==> src/rtl/spi_pkg.sv <==
// -----------------------------------------------------------------------------
// spi_pkg
// Shared definitions for the SPI ADC master: the FSM state encoding and the
// default frame geometry (sclk half-period in clk cycles, bits per frame).
// No ports; imported by spi_sclk_gen and spi_adc_master.
// -----------------------------------------------------------------------------
package spi_pkg;

    // Default clk cycles per sclk half-period.
    localparam int DEF_DIV_HALF = 4;

    // Default bits per frame.
    localparam int DEF_WIDTH    = 16;

    // Transfer phases. The encoding is exported on the debug state port,
    // so keep it stable.
    typedef enum logic [1:0] {
        IDLE  = 2'd0,   // cs high, waiting for start
        SETUP = 2'd1,   // cs low, sclk low, first bit on mosi
        XFER  = 2'd2,   // sclk toggling, shifting data
        HOLD  = 2'd3    // cs still low, sclk low, before release
    } spi_state_t;

endpackage

==> src/rtl/spi_sclk_gen.sv <==
// -----------------------------------------------------------------------------
// spi_sclk_gen
// Half-period timer and SPI clock generator. A counter runs 0..DIV_HALF-1 and
// wraps; the wrap cycle is the half-period tick. While i_toggle is high each
// tick flips sclk, and the rise/fall strobes mark the clk cycle whose edge
// produces the sclk transition.
//
// Ports
//   clk      in   system clock
//   rst_n    in   asynchronous active-low reset
//   i_clr    in   synchronous clear of the half-period counter (overrides wrap)
//   i_toggle in   allow sclk to toggle on ticks; sclk is held low otherwise
//   o_tick   out  half-period tick (counter at DIV_HALF-1, not being cleared)
//   o_rise   out  this cycle's edge drives sclk 0 -> 1
//   o_fall   out  this cycle's edge drives sclk 1 -> 0
//   o_sclk   out  registered SPI clock, idle low
// -----------------------------------------------------------------------------
module spi_sclk_gen
    import spi_pkg::*;
#(
    parameter int DIV_HALF = DEF_DIV_HALF
) (
    input  logic clk,
    input  logic rst_n,
    input  logic i_clr,
    input  logic i_toggle,
    output logic o_tick,
    output logic o_rise,
    output logic o_fall,
    output logic o_sclk
);

    // DIV_HALF >= 2, so CW is at least 1.
    localparam int            CW   = $clog2(DIV_HALF);
    localparam logic [CW-1:0] LAST = CW'(DIV_HALF - 1);

    logic [CW-1:0] r_cnt;
    logic          r_sclk;
    logic          w_tick;

    assign w_tick = (r_cnt == LAST) && !i_clr;

    always_ff @(posedge clk or negedge rst_n) begin
        if (!rst_n) begin
            r_cnt <= '0;
        end else if (i_clr || (r_cnt == LAST)) begin
            r_cnt <= '0;
        end else begin
            r_cnt <= r_cnt + CW'(1);
        end
    end

    always_ff @(posedge clk or negedge rst_n) begin
        if (!rst_n) begin
            r_sclk <= 1'b0;
        end else if (!i_toggle) begin
            r_sclk <= 1'b0;
        end else if (w_tick) begin
            r_sclk <= ~r_sclk;
        end
    end

    assign o_tick = w_tick;
    assign o_rise = w_tick && i_toggle && !r_sclk;
    assign o_fall = w_tick && i_toggle &&  r_sclk;
    assign o_sclk = r_sclk;

endmodule

==> src/rtl/spi_adc_master.sv <==
// -----------------------------------------------------------------------------
// spi_adc_master
// SPI mode-0 master for a single-frame ADC style transaction: one WIDTH-bit
// word out on mosi (MSB first) while one WIDTH-bit word is sampled from miso.
//
// Request/response protocol: start is a request that is only looked at in
// IDLE; the clk edge that sees start=1 in IDLE is the accept edge and also
// captures tx_data. busy is high from the cycle after accept up to, but not
// including, the cycle in which done pulses. done is a one-cycle pulse and
// rx_data is updated in that same cycle and held until the next done. start
// may be held high; the next frame is accepted in the cycle after done.
//
// Frame timing (D = DIV_HALF, W = WIDTH), counted in edges after accept:
//   SETUP D cycles, XFER 2*W half-periods plus one settle cycle in which the
//   bit counter reports W falls, HOLD D cycles -> done at D*(2W+2)+1.
//
// Ports
//   clk       in   system clock, rising edge
//   rst_n     in   asynchronous active-low reset, aborts any frame
//   start     in   transfer request, sampled in IDLE only
//   tx_data   in   [WIDTH-1:0] frame to send, captured at accept
//   rx_data   out  [WIDTH-1:0] last received frame
//   busy      out  frame in progress
//   done      out  one-cycle completion pulse
//   sclk      out  SPI clock, idle low
//   cs        out  chip select, active low
//   mosi      out  serial data out
//   miso      in   serial data in, already synchronous to clk
//   dbg_state out  [1:0] current FSM state (spi_state_t encoding)
// -----------------------------------------------------------------------------
module spi_adc_master
    import spi_pkg::*;
#(
    parameter int DIV_HALF = DEF_DIV_HALF,
    parameter int WIDTH    = DEF_WIDTH
) (
    input  logic             clk,
    input  logic             rst_n,
    input  logic             start,
    input  logic [WIDTH-1:0] tx_data,
    output logic [WIDTH-1:0] rx_data,
    output logic             busy,
    output logic             done,
    output logic             sclk,
    output logic             cs,
    output logic             mosi,
    input  logic             miso,
    output logic [1:0]       dbg_state
);

    // One extra bit so the count of falls can reach WIDTH without wrapping.
    localparam int BW = $clog2(WIDTH) + 1;

    spi_state_t       r_state;
    spi_state_t       w_state_nxt;

    logic [WIDTH-1:0] r_tx;
    logic [WIDTH-1:0] r_rx;
    logic [WIDTH-1:0] r_rx_data;
    logic [BW-1:0]    r_bit_cnt;   // sclk falling edges seen this frame
    logic             r_cs;
    logic             r_mosi;
    logic             r_done;

    logic             w_tick;
    logic             w_rise;
    logic             w_fall;
    logic             w_sclk;
    logic             w_accept;
    logic             w_enter_hold;
    logic             w_leave_hold;
    logic             w_clr;

    assign w_accept     = (r_state == IDLE) && start;
    assign w_enter_hold = (r_state == XFER) && (r_bit_cnt == BW'(WIDTH));
    assign w_leave_hold = (r_state == HOLD) && w_tick;

    // The counter sits at zero in IDLE so SETUP starts a full half-period,
    // and restarts on entry to HOLD so HOLD lasts a full half-period too.
    assign w_clr = (r_state == IDLE) || w_enter_hold;

    spi_sclk_gen #(
        .DIV_HALF (DIV_HALF)
    ) u_sclk_gen (
        .clk      (clk),
        .rst_n    (rst_n),
        .i_clr    (w_clr),
        .i_toggle (r_state == XFER),
        .o_tick   (w_tick),
        .o_rise   (w_rise),
        .o_fall   (w_fall),
        .o_sclk   (w_sclk)
    );

    // ------------------------------------------------------------------
    // FSM
    // ------------------------------------------------------------------
    always_ff @(posedge clk or negedge rst_n) begin
        if (!rst_n) begin
            r_state <= IDLE;
        end else begin
            r_state <= w_state_nxt;
        end
    end

    always_comb begin
        w_state_nxt = r_state;
        case (r_state)
            IDLE:    if (start)        w_state_nxt = SETUP;
            SETUP:   if (w_tick)       w_state_nxt = XFER;
            XFER:    if (w_enter_hold) w_state_nxt = HOLD;
            HOLD:    if (w_tick)       w_state_nxt = IDLE;
            default:                   w_state_nxt = IDLE;
        endcase
    end

    // ------------------------------------------------------------------
    // Datapath
    // ------------------------------------------------------------------
    always_ff @(posedge clk or negedge rst_n) begin
        if (!rst_n) begin
            r_tx      <= '0;
            r_rx      <= '0;
            r_rx_data <= '0;
            r_bit_cnt <= '0;
            r_cs      <= 1'b1;
            r_mosi    <= 1'b0;
            r_done    <= 1'b0;
        end else begin
            r_done <= 1'b0;

            if (w_accept) begin
                r_tx      <= tx_data;
                r_mosi    <= tx_data[WIDTH-1];
                r_cs      <= 1'b0;
                r_bit_cnt <= '0;
                r_rx      <= '0;
            end

            // Sample miso on the cycle whose edge raises sclk, i.e. the
            // slave has held the bit stable for the whole low half-period.
            if (w_rise) begin
                r_rx <= {r_rx[WIDTH-2:0], miso};
            end

            // Advance mosi on every fall except the last, so the final bit
            // stays put through HOLD until cs is released.
            if (w_fall) begin
                r_bit_cnt <= r_bit_cnt + BW'(1);
                if (r_bit_cnt != BW'(WIDTH - 1)) begin
                    r_tx   <= {r_tx[WIDTH-2:0], 1'b0};
                    r_mosi <= r_tx[WIDTH-2];
                end
            end

            if (w_leave_hold) begin
                r_cs      <= 1'b1;
                r_mosi    <= 1'b0;
                r_rx_data <= r_rx;
                r_done    <= 1'b1;
            end
        end
    end

    assign rx_data   = r_rx_data;
    assign busy      = (r_state != IDLE);
    assign done      = r_done;
    assign sclk      = w_sclk;
    assign cs        = r_cs;
    assign mosi      = r_mosi;
    assign dbg_state = r_state;

endmodule

==> config.mk <==
export PLATFORM = sky130hd
export DESIGN_NAME = spi_adc_master
export DESIGN_NICKNAME = d
export VERILOG_FILES = /design/src/rtl/spi_pkg.sv /design/src/rtl/spi_sclk_gen.sv /design/src/rtl/spi_adc_master.sv
export SDC_FILE = /design/constraint.sdc
export NUM_CORES = 1
export LEC_CHECK = 0
export ABC_AREA = 1
export CORE_ASPECT_RATIO = 1.1
export CORE_MARGIN = 5
export CORE_UTILIZATION = 59
export DETAILED_ROUTE_END_ITERATION = 7
export DONT_BUFFER_PORTS = 1
export PLACE_DENSITY = 0.75
export SLEW_MARGIN = 20
export SYNTH_ARGS = -nofsm -noshare
export SYNTH_HDL_FRONTEND = slang
export SYNTH_SLANG_ARGS = --single-unit
==> constraint.sdc <==
create_clock -name clk -period 2.35 [get_ports clk]
set_clock_uncertainty 0.15 [all_clocks]
set_input_delay 0.3525 -clock clk [delete_from_list [all_inputs] [get_ports clk]]
set_output_delay 0.3525 -clock clk [all_outputs]
set_load 0.02 [all_outputs]
* Word-level counts from Yosys, hierarchy flattened *
Cells that the tools add are included.

storage, ports and cells
  register bits after elaboration = 61
  input bits = 20
  word-level logic and storage cells = 63

cells by class
  $add $sub $neg = 2
  equal/unequal tests = 11
  muxes and demuxes = 22
  bitwise logic cells = 1
  reduce and logical (&&, ||, !) cells = 17

operators by type and width
  kind                 number
  $mux 16              5
  $mux 2               5
  $mux 5               2
  $mux 1               9
  $pmux 2 s4           1
  $reduce_bool 2->1    4
  $logic_and 1x1->1    7
  $eq 2x2->1 const B   3
  $ne 2x2->1 const B   3
  $add 5x1->5 const B  1
  $eq 5x5->1 const B   1
  $ne 5x4->1 const B   1
  $ne 2x1->1 const B   2
  $reduce_and 4->1     1
  $add 2x1->2 const B  1
  $eq 2x1->1 const B   1
  $logic_not 1->1      2
  $logic_not 2->1      1
  $logic_or 1x1->1     2
  $not 1->1            1

* Logic depth before layout (Yosys ltp) *
  word-level depth = 9
  depth in mapped cells = 12
  gate-level depth less buffers = 11

* By module *
Synthesis repeated with hierarchy kept, for this count alone.

second synthesis, totals
  cells, all modules = 278
  area, all modules = 2593.7 sq um

modules (own cells, without submodules)
  module          instances  cells each  area an instance (sq um)  sequential area each (sq um)
  spi_adc_master  1          259         2442.3                    1427.6
  spi_sclk_gen    1          19          151.4                     75.1

* Worst setup path after synthesis *
Ideal clock, no wire load.

  kind = register to register
  start point = register r_state[0], in the netlist dbg_state[0]
  end point = register r_tx[11]
  data arrival time = 1.705 ns
  slack = 0.375 ns
  stages on the path, launching flop included = 9
  cells stage by stage = dfrtp_1 > inv_1 > ha_1 > inv_1 > nand4_2 > buf_6 > buf_8 > o21ai_1 > nand2_1

between the ends
  longest elaborated chain between the ends = 8
  elaborated cells on any way between the ends = 12
  classes of those cells = 1 x eq/ne; 3 x mux; 8 x reduce/logical

ends and longest elaborated chain
  what                            line                                        source
  start: declaration              spi_adc_master.sv:54                        spi_state_t r_state;
  start signal: assignment        spi_adc_master.sv:102                       r_state <= w_state_nxt;
  $eq 2x2->1                      spi_adc_master.sv:75, spi_adc_master.sv:88
  $logic_and 1x1->1               spi_adc_master.sv:75                        assign w_enter_hold = (r_state == XFER) && (r_bit_cnt == BW'(WIDTH));
  $logic_or 1x1->1                spi_adc_master.sv:80                        assign w_clr = (r_state == IDLE) || w_enter_hold;
  $logic_not 1->1                 spi_sclk_gen.sv:41                          assign w_tick = (r_cnt == LAST) && !i_clr;
  $logic_and 1x1->1               spi_sclk_gen.sv:41
  $logic_and 1x1->1 (2 in a row)  spi_sclk_gen.sv:65                          assign o_fall = w_tick && i_toggle && r_sclk;
  $mux 16 *                       spi_adc_master.sv:148                       if (w_fall) begin
  end signal: assignment          spi_adc_master.sv:133                       r_tx <= tx_data;
  end signal: assignment          spi_adc_master.sv:151                       r_tx <= {r_tx[WIDTH-2:0], 1'b0};
  end: declaration                spi_adc_master.sv:57                        logic [WIDTH-1:0] r_tx;

Mark *: on every way between the ends. The rest lies on a longest branch, timed or not.
A chain may end at the register's enable or synchronous reset.

* Worst setup path after layout *
  start point = register r_state[1], in the netlist dbg_state[1]
  end point = register r_bit_cnt[4]

between the ends
  longest elaborated chain between the ends = 8
  elaborated cells on any way between the ends = 11
  classes of those cells = 1 x eq/ne; 1 x mux; 9 x reduce/logical

ends and longest elaborated chain
  what                                                line                                        source
  $eq 2x2->1                                          spi_adc_master.sv:75, spi_adc_master.sv:88
  $logic_and 1x1->1                                   spi_adc_master.sv:75
  $logic_or 1x1->1                                    spi_adc_master.sv:80
  $logic_not 1->1                                     spi_sclk_gen.sv:41
  $logic_and 1x1->1                                   spi_sclk_gen.sv:41
  $logic_and 1x1->1 (2 in a row)                      spi_sclk_gen.sv:65
  $mux 5 / $reduce_bool 2->1 (equally long branches)  -
  end signal: assignment                              spi_adc_master.sv:149                       r_bit_cnt <= r_bit_cnt + BW'(1);
  end: declaration                                    spi_adc_master.sv:60                        logic [BW-1:0] r_bit_cnt;

Several ways; a longest one is shown, not always the timed one.

==> impl_metrics.py <==
metrics = {
    "clock_network": {
        "ctsHtreeMaxLevel": 3,
        "clk-insertion-delay-late_ns": 0.33,
        "cts_setup_buffers": 0,
        "cts_tree": "built",
        "root_buffer": "clkbuf_8",
        "clockBufferDepth": 2,
        "cts_buffers": 9,
        "clkTransAtPathRegs_ns": 0.06,
        "numClockSinks": 60,
    },
    "hold_path": {
        "hp-class": "input pin to flip-flop",
        "hold_path_depth": 2,
    },
    "logic_synthesis": {
        "yosysUniqueCellTypes": 30,
        "muxShareOfSynthArea": 0,
        "synth_area_leader_cell": "dfrtp_1",
        "synthSimpleGateAreaFrac": 0.315,
        "yosys.area.top_type_share": 0.521,
        "synth-seq-cells": 60,
        "syn-num-nets": 363,
        "ys_top_cells_by_area": "dfrtp_1 (52%), nand2_1 (23%), ha_1 (4.0%)",
        "synth-seq-area-share": 0.530,
        "avgSynthCellArea_sq_um": 8.48,
        "synth_xor_area_frac": 0.00309,
        "synth_compound_area_frac": 0.0477,
        "synth_top_family_by_area": "simple AND/OR/NAND/NOR gates",
        "ys_warn_count": 0,
        "netlist_area_sq_mm": 0.00283,
        "syn_inst": 334,
        "synth_fa_ha_area_frac": 0.0397,
    },
    "power_and_ir_drop": {
        "power.density_mw_per_mm2": 1020,
        "peakVddDrop_v": 0.000488,
        "p_leak_nw": 1.71,
        "power_mw": 3.19,
    },
    "routing": {
        "drtAntennaViolNets": 0,
        "drtPass1Iterations": 4,
        "num_vias": 2141,
        "post_drt_via_cell_ratio": 5.29,
        "drt-total-wl_microns": 5570,
        "drc_errors": 0,
        "first_iter_violations": 103,
        "detail_route.wl_per_cell_microns": 13.7,
    },
    "sta": {
        "fmax_mhz": 481,
        "hold_ws_ns": 0.0159,
        "hold_viol_final": 0,
        "setup_ws_ns": 0.273,
        "worstMarginPinSlew_ns": 0.443,
        "drv_slew": 0,
        "fin_crit_sh": 0.884,
        "fin_tns_setup_ns": 0,
        "rsz0062_at_grt": "false",
        "setup_viol": 0,
        "relSlewSlack": 0.704,
        "finalCriticalPeriod_ns": 2.08,
    },
    "die": {
        "die_h_microns": 82.7,
        "design.die.area_sq_mm": 0.00629,
        "start_util": 0.609,
        "num_rows": 26,
        "io_pins": 43,
        "core_sq_mm": 0.00465,
        "die_width_microns": 76.1,
    },
    "setup_path": {
        "start_kind": "flip-flop",
        "critical_path.endpoint_type": "flip-flop",
        "critPathKind": "flip-flop to flip-flop",
        "crit_arrival_ns": 2.13,
        "cp.required_ns": 2.40,
        "reg2reg_depth": 7,
        "worst-path-max-fanout": 9,
    },
    "global_route": {
        "overflow": 0,
        "grt-busiest-layer": "met2",
        "met3_usage": 0.0716,
        "antenna_found_initial": 0,
        "grt_pass1_wl_microns": 9780,
        "met1_usage": 0.251,
        "grt_max_degree": 61,
        "grt_pass1_vias": 2107,
        "track_usage": 0.196,
        "use_met2": 0.313,
    },
    "status": {
        "status": "completed",
    },
    "layout": {
        "antenna_cells": 0,
        "drive_gt1_frac": 0.115,
        "nets": 373,
        "syn_to_final_growth_pct": 9.98,
        "design_area_sq_mm": 0.00312,
    },
    "placement": {
        "hpwl_microns": 3780,
        "port_buffers": 0,
        "pre_cts_slack_ns": 0.301,
        "place.gp.congestion": 0.799,
        "postPlaceCellArea_sq_mm": 0.00287,
    },
    "job": {
        "max_cap_viol_count": 0,
    },
}
## cell usage after synthesis
| cell type | instances |
|---|---|
| nor2_4 | 1 |
| o21ai_1 | 6 |
| or2_2 | 2 |
| buf_2 | 3 |
| nand3_2 | 1 |
| buf_8 | 2 |
| nand3_4 | 1 |
| a21oi_2 | 1 |
| o21ai_2 | 1 |
| dfstp_2 | 1 |
| ha_1 | 9 |
| nand2_8 | 2 |
| o22ai_1 | 2 |
| nand2_2 | 1 |
| clkbuf_1 | 1 |
| buf_4 | 3 |
| inv_6 | 3 |
| buf_6 | 2 |
| nand2_1 | 171 |
| inv_1 | 15 |
| nor2_1 | 6 |
| a21oi_1 | 2 |
| nor2_2 | 1 |
| nand4_2 | 1 |
| nand3b_1 | 1 |
| xor2_1 | 1 |
| nand3_1 | 21 |
| o21ai_0 | 13 |
| clkbuf_2 | 1 |
| dfrtp_1 | 59 |
## layout by cell type (no fill, tap or decap), drive strengths merged
cell type	count
dlygate4sd3	2
ha	9
buf	9
dfstp	1
clkinv	3
a21oi	3
nand3	23
o22ai	2
bufinv	1
xor2	1
dfrtp	59
or2	2
o21ai	20
nand4	1
nand3b	1
inv	18
nor2	8
clkbuf	12
nand2	174
## sequential cells by signal, summed over array words and instances, names as in the netlist
| register | count |
|---|---|
| u_sclk_gen.o_sclk | 1 |
| cs | 1 |
| r_tx | 15 |
| dbg_state | 2 |
| r_rx | 16 |
| u_sclk_gen.r_cnt | 2 |
| rx_data | 16 |
| mosi | 1 |
| r_bit_cnt | 5 |
| done | 1 |
## final cells by class
type | instances | area (sq um)
clock buffers | 12 | 155
clock inverters | 4 | 48.8
fillers | 380 | 1540
inverters | 18 | 82.6
multi-input cells | 244 | 1150
flip-flops and latches | 60 | 1500
well taps | 56 | 70.1
repair buffers | 11 | 108
## per-layer routing
metal | vias up | share of wire
li1 | 1062 | -
met1 | 1023 | 0.46
met2 | 47 | 0.47
met3 | 9 | 0.054
met4 | 0 | 0.014
met5 | - | 0
## power by group
group	switching, mW	internal [mW]
Clock	0.387	0.546
Sequential	0.180	1.24
Combinational	0.534	0.306
Total	1.10	2.09
## repair_timing
item                      CTS  global route
gates resized for setup     0             0
hold buffers                3             0
hold endpoints to repair   61             0
## logic make-up (layout without fill, tap and decap cells)
logic type,after synthesis,after routing
compound gates,25,25
xor+xnor,1,1
flops,60,60
buf+inv,30,45
fa+ha+maj,9,9
simple gates,209,209
## path summary, 6_finish.rpt
path	startpoint	endpoint	slack, ns
worst max-delay path	dbg_state[1]	r_bit_cnt[4]	0.27
worst min-delay path	tx_data[0]	r_tx[0]	0.02
worst max register to register	dbg_state[1]	r_bit_cnt[4]	0.27
worst min register to register	u_sclk_gen.r_cnt[0]	u_sclk_gen.r_cnt[0]	0.28
max in group asynchronous	rst_n	cs	1.35
min in group asynchronous	rst_n	r_bit_cnt[2]	0.41
## stage by stage
step / std cells / utilization
after CTS: 405 / 0.670
after global placement: 386 / 0.616
after global routing: 405 / 0.670
final: 405 / 0.670
after detailed placement: 386 / 0.616
after floorplan: 334 / -
## worst max-delay path, stage by stage (launching register included)
cell and delay [ns]:
dfrtp_1 0.53, ha_1 0.32, nand2_2 0.09, inv_1 0.07
nand4_2 0.28, buf_4 0.27, nand2_1 0.13, o22ai_1 0.10
No activity file was read; power rests on OpenSTA's default activity.
